==> config.mk <==
export PLATFORM = sky130hd
export DESIGN_NAME = regfile_sweeper
export DESIGN_NICKNAME = d
export VERILOG_FILES = /design/src/rtl/regfile_sweeper.sv
export SDC_FILE = /design/constraint.sdc
export NUM_CORES = 1
export LEC_CHECK = 0
export ABC_AREA = 1
export ABC_CLOCK_PERIOD_IN_PS = 3200
export BUFFER_PORTS_ARGS = -buffer_cell sky130_fd_sc_hd__buf_2
export CAP_MARGIN = 10
export CORE_MARGIN = 5
export CORE_UTILIZATION = 40
export DETAILED_ROUTE_END_ITERATION = 7
export GPL_TIMING_DRIVEN = 1
export PLACE_DENSITY = 0.69
export SLEW_MARGIN = 20
export SYNTH_ARGS = -nofsm -noshare
export SYNTH_HDL_FRONTEND = slang
export SYNTH_SLANG_ARGS = --single-unit
==> constraint.sdc <==
create_clock -name clk -period 3.2 [get_ports clk]
set_clock_uncertainty 0.1 [all_clocks]
set_input_delay 0.48 -clock clk [delete_from_list [all_inputs] [get_ports clk]]
set_output_delay 0.48 -clock clk [all_outputs]
set_load 0.01 [all_outputs]
==> src/rtl/regfile_sweeper.sv <==
// Bulk sequencer for the 32x32 register file: CLEAR fills every register with one value,
// DUMP streams every (addr, data) pair out over a valid/ready handshake.
module regfile_sweeper #(
    parameter int unsigned NUM_REGS = 32,
    parameter int unsigned ADDR_W   = 5,
    parameter int unsigned DATA_W   = 32
) (
    input  logic              clk,
    input  logic              rst,
    input  logic              cmd_valid,
    output logic              cmd_ready,
    input  logic              cmd_op,
    input  logic [DATA_W-1:0] cmd_fill,
    output logic [ADDR_W-1:0] rf_A1,
    input  logic [DATA_W-1:0] rf_RD1,
    output logic [ADDR_W-1:0] rf_A3,
    output logic [DATA_W-1:0] rf_WD3,
    output logic              rf_WE3,
    output logic              out_valid,
    input  logic              out_ready,
    output logic [ADDR_W-1:0] out_addr,
    output logic [DATA_W-1:0] out_data,
    output logic              busy,
    output logic              done
);

    localparam logic [2:0] S_IDLE     = 3'd0;
    localparam logic [2:0] S_CLEAR    = 3'd1;
    localparam logic [2:0] S_DUMP_RD  = 3'd2;
    localparam logic [2:0] S_DUMP_OUT = 3'd3;
    localparam logic [2:0] S_DONE     = 3'd4;

    localparam logic [ADDR_W-1:0] LAST_IDX = ADDR_W'(NUM_REGS - 1);

    logic [2:0]        state_q, state_d;
    logic [ADDR_W-1:0] idx_q, idx_d;
    logic [DATA_W-1:0] fill_q, fill_d;
    logic              out_valid_q, out_valid_d;
    logic [ADDR_W-1:0] out_addr_q, out_addr_d;
    logic [DATA_W-1:0] out_data_q, out_data_d;

    always_comb begin
        state_d     = state_q;
        idx_d       = idx_q;
        fill_d      = fill_q;
        out_valid_d = out_valid_q;
        out_addr_d  = out_addr_q;
        out_data_d  = out_data_q;
        case (state_q)
            S_IDLE: begin
                if (cmd_valid) begin
                    idx_d   = '0;
                    fill_d  = cmd_fill;
                    state_d = cmd_op ? S_DUMP_RD : S_CLEAR;
                end
            end
            S_CLEAR: begin
                // Terminal compare, never a wrap: idx stops at the last register.
                if (idx_q == LAST_IDX) begin
                    state_d = S_DONE;
                end else begin
                    idx_d = idx_q + 1'b1;
                end
            end
            S_DUMP_RD: begin
                out_data_d  = rf_RD1;
                out_addr_d  = idx_q;
                out_valid_d = 1'b1;
                state_d     = S_DUMP_OUT;
            end
            S_DUMP_OUT: begin
                if (out_ready) begin
                    out_valid_d = 1'b0;
                    if (idx_q == LAST_IDX) begin
                        state_d = S_DONE;
                    end else begin
                        idx_d   = idx_q + 1'b1;
                        state_d = S_DUMP_RD;
                    end
                end
            end
            S_DONE:  state_d = S_IDLE;
            default: state_d = S_IDLE;
        endcase
    end

    always_ff @(posedge clk or posedge rst) begin
        if (rst) begin
            state_q     <= S_IDLE;
            idx_q       <= '0;
            fill_q      <= '0;
            out_valid_q <= 1'b0;
            out_addr_q  <= '0;
            out_data_q  <= '0;
        end else begin
            state_q     <= state_d;
            idx_q       <= idx_d;
            fill_q      <= fill_d;
            out_valid_q <= out_valid_d;
            out_addr_q  <= out_addr_d;
            out_data_q  <= out_data_d;
        end
    end

    // Write port is decoded straight from state so reset kills rf_WE3 without waiting for a clock.
    assign rf_WE3    = (state_q == S_CLEAR);
    assign rf_A3     = rf_WE3 ? idx_q : '0;
    assign rf_WD3    = rf_WE3 ? fill_q : '0;
    assign rf_A1     = (state_q == S_DUMP_RD || state_q == S_DUMP_OUT) ? idx_q : '0;
    assign cmd_ready = (state_q == S_IDLE);
    assign busy      = (state_q != S_IDLE);
    assign done      = (state_q == S_DONE);
    assign out_valid = out_valid_q;
    assign out_addr  = out_addr_q;
    assign out_data  = out_data_q;

endmodule

==> flow_metrics.tcl <==
set metrics [dict create \
    outcome "finished, final reports clean" \
    port_buffers 152 \
    core_sq_um 8680 \
    drt_iter0_drc 113 \
    maxCapViolations 0 \
    vias_per_cell 4.46 \
    grt_pass1_vias 2921 \
    leakage_nw 2.71 \
    grt_pass1_wl_mm 13.7 \
    hold_path.class "input pin to async pin" \
    cts_buffer_depth 2 \
    drt-total-wl_mm 8.38 \
    pwr_density_cell_nw_per_um2 957 \
    cts_made_buffers 9 \
    drt-wirelength-per-cell_microns 12.3 \
    timing.max_slew.rel_slack 0.567 \
    hold_viol_final 0 \
    synth_compound_area_frac 0.115 \
    final_cell_mix "buf_2, nor2_1, inv_1" \
    final_max_slew_viol_count 0 \
    grt_antenna_before_repair 0 \
    power.total_mw 4.33 \
    syn_avg_cell_area_sq_um 8.41 \
    antenna_cells 0 \
    clk_pin_slew_worst_paths_ns 0.09 \
    dr_total_vias 3038 \
    chipWidth_microns 104 \
    yosys.area_share.adder 0.00708 \
    initial_utilization 0.407 \
    drive_gt1_frac 0.323 \
    rsz0062_at_grt "false" \
    finalSetupViolCount 0 \
    synth_top_family_by_area "simple AND/OR/NAND/NOR gates" \
    cts_resized 0 \
    postCtsSetupRepairBufs 0 \
    cp_max_fo 33 \
    cts_max_level 3 \
    gp_congestion 0.779 \
    max_freq_mhz 417 \
    path_class "register to primary output" \
    die_y_microns 104 \
    mappedNetlistArea_sq_um 3530 \
    fin_area_sq_um 4520 \
    io-pin-count 153 \
    cp-start-kind "register" \
    final_common_cell "buf_2" \
    finalCritPeriodShare 0.750 \
    drc 0 \
    ant_nets 0 \
    placed_area_sq_um 4300 \
    globalRouteOverflowTotal 0 \
    cts_tree "built" \
    rows 34 \
    fin_crit_ns 2.40 \
    yosys.area_share.simple 0.192 \
    grt.total_usage 0.153 \
    cp.arrival_ns 1.82 \
    endpoint_kind "primary output" \
    ys_seq_area_frac 0.553 \
    required_ns 2.62 \
    irDropWorstVdd_mv 0.426 \
    grt_start_max_net_pins 77 \
    area_delta_synth_final_pct 27.9 \
    synth_seq_cells 78 \
    tightest_slew_ns 0.650 \
    holdBufCountCts 0 \
    yosysWarningCount 0 \
    die_area_sq_um 10800 \
    first_pass_iters 4 \
    synthCells 420 \
    synth_xor_area_frac 0 \
    synth_fp_nets 491 \
    tns_ns 0 \
    cts-root-buf "clkbuf_8" \
    synthMuxAreaShare 0 \
    finish.net_count 639 \
    hpwl_mm 6.38 \
    clock_sinks 78 \
    worstSkewPairLatency_ns 0.34 \
    synth_cell_type_count 25 \
]
synth_stat cells:
library cell | n | area [sq um]
nor3_1 | 1 | 5.00
a211oi_1 | 1 | 7.51
nand3_2 | 3 | 30.0
inv_2 | 2 | 7.51
o21bai_1 | 5 | 37.5
a21oi_1 | 31 | 155
buf_6 | 11 | 124
nor3_4 | 1 | 16.3
o21ai_0 | 17 | 85.1
nand3_1 | 4 | 20.0
clkbuf_1 | 1 | 3.75
nor2_2 | 1 | 6.26
dfrtp_1 | 78 | 1950
nand2_4 | 2 | 22.5
nor2_4 | 1 | 11.3
a21oi_2 | 2 | 17.5
o21ai_1 | 21 | 105
nor2_1 | 86 | 323
nor3b_1 | 1 | 7.51
nand2_1 | 61 | 229
ha_1 | 2 | 25.0
clkbuf_2 | 1 | 5.00
buf_2 | 6 | 30.0
inv_1 | 80 | 300
nand2_2 | 1 | 6.26
flip-flops by register name, summed over array words and instances (netlist names):
register	cells
fill_q	32
out_data	32
idx_q	5
out_addr	5
state_q	3
out_valid	1
path summary, 6_finish.rpt:
kind                              startpoint            to  slack (ns)  depth (start not counted)
worst min register to register  out_data[16]  out_data[16]        0.39                          2
worst max register to register    state_q[0]    state_q[0]        1.43                          8
worst max-delay path              state_q[0]     rf_WD3[2]        0.80                          6
max in group asynchronous                rst    fill_q[28]        2.16                          3
worst min-delay path                     rst  out_data[20]        0.08                          2
min in group clk                  rf_RD1[25]  out_data[25]        0.26                          3
logic make-up (layout without fill, tap and decap cells):
kind of cell / Yosys count / after routing
AO/OA/AOI/OAI: 77 / 77
adder cells (fa/ha/maj): 2 / 2
buffers and inverters: 101 / 254
flip-flops: 78 / 78
AND/OR/NAND/NOR: 162 / 162
metrics by stage:
stage               setup slack, ns  utilization  instances  hold slack, ns
floorplan                     0.625            -        420           0.380
finish                        0.802        0.521        681          0.0849
CTS                           0.780        0.521        681          0.0937
global placement               1.21        0.495        665           0.364
global route                  0.626        0.521        681           0.138
detailed placement             1.15        0.495        665           0.369
report_power, final:
| group | internal, mW | leakage, nW | switching (mW) | total [mW] |
|---|---|---|---|---|
| clock | 0.463 | 0.110 | 0.356 | 0.819 |
| combinational | 0.718 | 1.68 | 1.17 | 1.88 |
| sequential | 1.42 | 0.923 | 0.202 | 1.62 |
worst max-delay path, stage by stage (launching register included):
cell and delay [ns]:
dfrtp_1 0.53, inv_2 0.09, nor2_1 0.14, nand2_1 0.18
buf_4 0.29, nor2_1 0.12, buf_2 0.14
cell type report:
| type | count | area (sq um) |
|---|---|---|
| timing repair buffer | 156 | 791 |
| multi-input combinational | 241 | 1110 |
| inverter | 82 | 309 |
| clock buffer | 11 | 141 |
| clock inverter | 5 | 81.3 |
| tap | 108 | 135 |
| sequential | 78 | 1950 |
| fill | 900 | 4160 |
per-layer routing:
layer	vias to the layer above	GRT usage	wire length (microns)
met5	-	0	0
met4	0	0.0666	150
met3	10	0.0341	376
met2	64	0.274	4530
met1	1406	0.174	3320
li1	1558	-	-
Power figures use the tool's default switching activity.
